<file path="config.mk">
export PLATFORM = sky130hd
export DESIGN_NAME = rca_behavioural
export DESIGN_NICKNAME = d
export VERILOG_FILES = /design/src/rtl/rca_behavioural.sv
export SDC_FILE = /design/constraint.sdc
export NUM_CORES = 1
export LEC_CHECK = 0
export ABC_AREA = 0
export CAP_MARGIN = 5
export CORE_AREA = 2 2 39 41
export CTS_CLUSTER_SIZE = 12
export DETAILED_ROUTE_END_ITERATION = 8
export DIE_AREA = 0 0 41 43
export GPL_ROUTABILITY_DRIVEN = 1
export SLEW_MARGIN = 20
export SYNTH_ARGS = -nofsm -noshare
export SYNTH_HDL_FRONTEND = slang
export SYNTH_SLANG_ARGS = --single-unit
</file>
<file path="constraint.sdc">
create_clock -name clk -period 5 [get_ports clk]
set_clock_uncertainty 0.1 [all_clocks]
set_input_delay 1.5 -clock clk [delete_from_list [all_inputs] [get_ports clk]]
set_output_delay 1.5 -clock clk [all_outputs]
set_load 0.01 [all_outputs]
</file>
<file path="src/rtl/rca_behavioural.sv">
// Registered WIDTH-bit ripple-carry adder with carry-in, carry-out and signed overflow.
// Latency: one clock from an in_valid edge to s/cout/ovf/out_valid.
// No backpressure: a new operand set is accepted on every in_valid cycle.
//
// Ports:
//   clk        rising-edge clock for all state
//   rst_n      synchronous active-low reset; clears every output and wins over in_valid
//   in_valid   a/b/cin are meaningful this cycle; capture their sum on this edge
//   a, b       WIDTH-bit operands (unsigned; also read as two's complement for ovf)
//   cin        carry into bit 0
//   s          registered low WIDTH bits of a+b+cin
//   cout       registered carry out of the MSB
//   ovf        registered two's-complement overflow (carry into MSB ^ carry out of MSB)
//   out_valid  s/cout/ovf were captured on the previous edge
module rca_behavioural #(
    parameter int WIDTH = 4
) (
    input  logic             clk,
    input  logic             rst_n,
    input  logic             in_valid,
    input  logic [WIDTH-1:0] a,
    input  logic [WIDTH-1:0] b,
    input  logic             cin,
    output logic [WIDTH-1:0] s,
    output logic             cout,
    output logic             ovf,
    output logic             out_valid
);

    // c[i] is the carry into bit i; c[WIDTH] is the carry out of the MSB.
    logic [WIDTH:0]   c;
    logic [WIDTH-1:0] sum_comb;
    logic             ovf_comb;

    assign c[0] = cin;

    // One full adder per bit; the carry ripples through the whole chain
    // with no lookahead, so the critical path is WIDTH carry stages.
    for (genvar i = 0; i < WIDTH; i++) begin : g_fa
        logic p;
        assign p           = a[i] ^ b[i];
        assign sum_comb[i] = p ^ c[i];
        assign c[i+1]      = (a[i] & b[i]) | (c[i] & p);
    end

    // Signed overflow: the MSB received a carry it did not pass on, or
    // passed on a carry it did not receive.
    assign ovf_comb = c[WIDTH] ^ c[WIDTH-1];

    // Result registers only load on in_valid, so unknown operands on idle
    // cycles never reach the held outputs.
    always_ff @(posedge clk) begin
        if (!rst_n) begin
            s    <= '0;
            cout <= 1'b0;
            ovf  <= 1'b0;
        end else if (in_valid) begin
            s    <= sum_comb;
            cout <= c[WIDTH];
            ovf  <= ovf_comb;
        end
    end

    always_ff @(posedge clk) begin
        if (!rst_n) begin
            out_valid <= 1'b0;
        end else begin
            out_valid <= in_valid;
        end
    end

endmodule

</file>
==> flow_summary.ini <==
[synthesis]
ys_seq_area_share_pct = 38.5
yosys_register_bits = 7
netlist.area_leader.share_pct = 38.5
syn-num-nets = 49
yosysTopAreaCell = dfxtp_1
syn_area_um2 = 364
syn_inst = 33
synth_cell_types = 11
syn_avg_cell_area_um2 = 11.0
synth-warning-count = 0
synth.area.top_cells = dfxtp_1 (38%), fa_1 (22%), o211a_1 (8.2%)

[floorplanning]
die_area_um2 = 1760
ios = 19
fp.dieH_um = 43
std_cell_rows = 14
fp.dieW_um = 41
start_util_pct = 26.3
coreArea_um2 = 1380

[cells_and_area]
area_delta_synth_final_pct = 59.1
num_antenna_cells = 0
nets = 71
postLayoutCellArea_um2 = 579
nFillCells = 155
drive_gt1_share_pct = 7.41
fin_util_pct = 41.9

[critical_path]
r2r_start = ovf$_SDFFE_PN0P_
r2r_slack_ns = 4.14
start_kind = input pin
cp_max_fo = 2
cp_cell_sequence = clkdlybuf4s50_1, fa_1, inv_1, fa_1, inv_1, fa_1, inv_1, fa_1, nand2_1, o211a_1
crit_end = s[3]$_SDFFE_PN0P_
r2r_cells = 2
cp_slowest_cell = clkdlybuf4s50_1
worst_path_most_repeated_cell = fa_1
path_delay_family = adder cells
reg2reg_to = ovf$_SDFFE_PN0P_
critPathBufInv = 4
arrival_ns = 3.73
critical-path-max-stage-delay_ns = 0.43
endpoint_kind = flop
critPathKind = input pin to flop
required_ns = 5.09
cp_num_cells = 10
cp-startpoint = a[0]

[timing]
setup_violations = 0
worstMarginPinSlew_ns = 0.383
max_slew_margin_pct = 74.4
slew_violations = 0
fmax_ghz = 0.275
min_period_over_period_pct = 72.8
fin_ws_ns = 1.36
whs_ns = 0.382
fin_crit_ns = 3.64
rsz0062_at_grt = false
finalHoldViolations = 0
finalSetupTns_ns = 0

[power]
leakage_nw = 0.273
power_density_nw_per_um2 = 269
peakVddDrop_v = 0.000172

[outcome]
status = finished, final reports clean

[cts]
cts_buffers = 3
clockBufferDepth = 2
cts_root_buf = clkbuf_4
cts_tree = yes
htreeDepth = 1
postCtsHoldBufs = 0
clock_latency_ns = 0.25
post_cts_resize_count = 0
cts.sinks = 7
cts_setup_buffers = 0
clk_pin_slew_ns = 0.05

[placement]
gp_congestion = 0.613
io_buffer_count = 18
dpl_cell_area_um2 = 553
dp_hpwl_um = 566
place_ws_ns = 1.08

[drt]
wire_per_inst_um = 10.0
viasPerCell = 4.29
drc = 0
drt_pass1_iterations = 2
ant_nets = 0
via_count = 300
drtIter0Drc = 4
drt_wl_total_um = 700

[global_route]
antenna_found_initial = 0
grt_pass1_vias = 255
grt_pass1_wl_um = 1080
grtUsageTotal_pct = 10.4
grt_max_degree = 11
grt_overflow = 0

[min_path]
hold_path_class = flop to flop
hp-start = cout$_SDFFE_PN0P_

[flow_run]
cap_violations = 0
## layout by cell type (no fill, tap or decap)
cell type | synthesis | routed
clkbuf_1 | 0 | 1
nand2_1 | 3 | 3
a22o_1 | 1 | 1
o211a_1 | 3 | 3
nor2b_1 | 3 | 3
mux2i_1 | 2 | 2
xnor2_1 | 1 | 1
clkbuf_4 | 0 | 3
clkdlybuf4s50_1 | 0 | 18
dfxtp_1 | 7 | 7
inv_1 | 7 | 7
and2_4 | 1 | 1
fa_1 | 4 | 4
## worst min path at each step
| stage | cells past startpoint | endpoint | slack (ns) |
|---|---|---|---|
| 4_1_cts | 1 | s[1]$_SDFFE_PN0P_ | 0.39 |
| 3_3_place_gp | 1 | s[1]$_SDFFE_PN0P_ | 0.37 |
| 3_5_place_dp | 1 | s[1]$_SDFFE_PN0P_ | 0.38 |
| 6_report | 1 | cout$_SDFFE_PN0P_ | 0.38 |
| 2_1_floorplan | 1 | cout$_SDFFE_PN0P_ | 0.42 |
| 5_1_grt | 1 | cout$_SDFFE_PN0P_ | 0.41 |
## cell usage after synthesis (all sizes together)
library cell and number:
nor2b 3, fa 4, inv 7, mux2i 2
a22o 1, buf 1, xnor2 1, o211a 3
dfxtp 7, nand2 3, and2 1
## flip-flops by register name, summed over array words and instances, names as in the netlist
name / count
cout: 1
out_valid: 1
s: 4
ovf: 1
## power by group
group / leakage (nW) / internal, mW / switching, mW
logic: 0.200 / 0.0256 / 0.0154
registers: 0.0581 / 0.0610 / 0.00233
clock network: 0.0150 / 0.0305 / 0.0208
## cells by family (layout without fill, tap and decap cells)
logic type | Yosys count | count (layout) | share of synthesized area, %
buffers and inverters | 8 | 29 | 10.3
DFF | 7 | 7 | 38.5
and+or+nand+nor | 7 | 7 | 10.7
adders and majority gates | 4 | 4 | 22.0
AOI/OAI and AO/OA | 4 | 4 | 10.7
muxes | 2 | 2 | 5.50
xor gates and xnor gates | 1 | 1 | 2.41
## cell type report
type | count | area, um2 | area share [%]
flip-flops and latches | 7 | 140 | 24.2
well taps | 16 | 20.0 | 3.46
multi-input cells | 18 | 186 | 32.2
repair buffers | 18 | 180 | 31.1
clock buffers | 4 | 26.3 | 4.54
inverters | 7 | 26.3 | 4.54
## stage by stage
| stage | std cells | power [mW] |
|---|---|---|
| after floorplan | 33 | 0.0839 |
| after global placement | 66 | 0.106 |
| after detailed placement | 66 | 0.106 |
| after CTS | 70 | 0.160 |
| after global routing | 70 | 0.168 |
| final | 70 | 0.156 |
## metal layers
metal / up-vias / global-route usage [%] / share of wire [%]
li1: 144 / - / -
met1: 141 / 11.8 / 41
met3: 2 / 7.85 / 6.6
met5: - / 0 / 0
met2: 13 / 12.5 / 50
met4: 0 / 8.00 / 2.4
No activity file was read; power rests on OpenSTA's default activity.
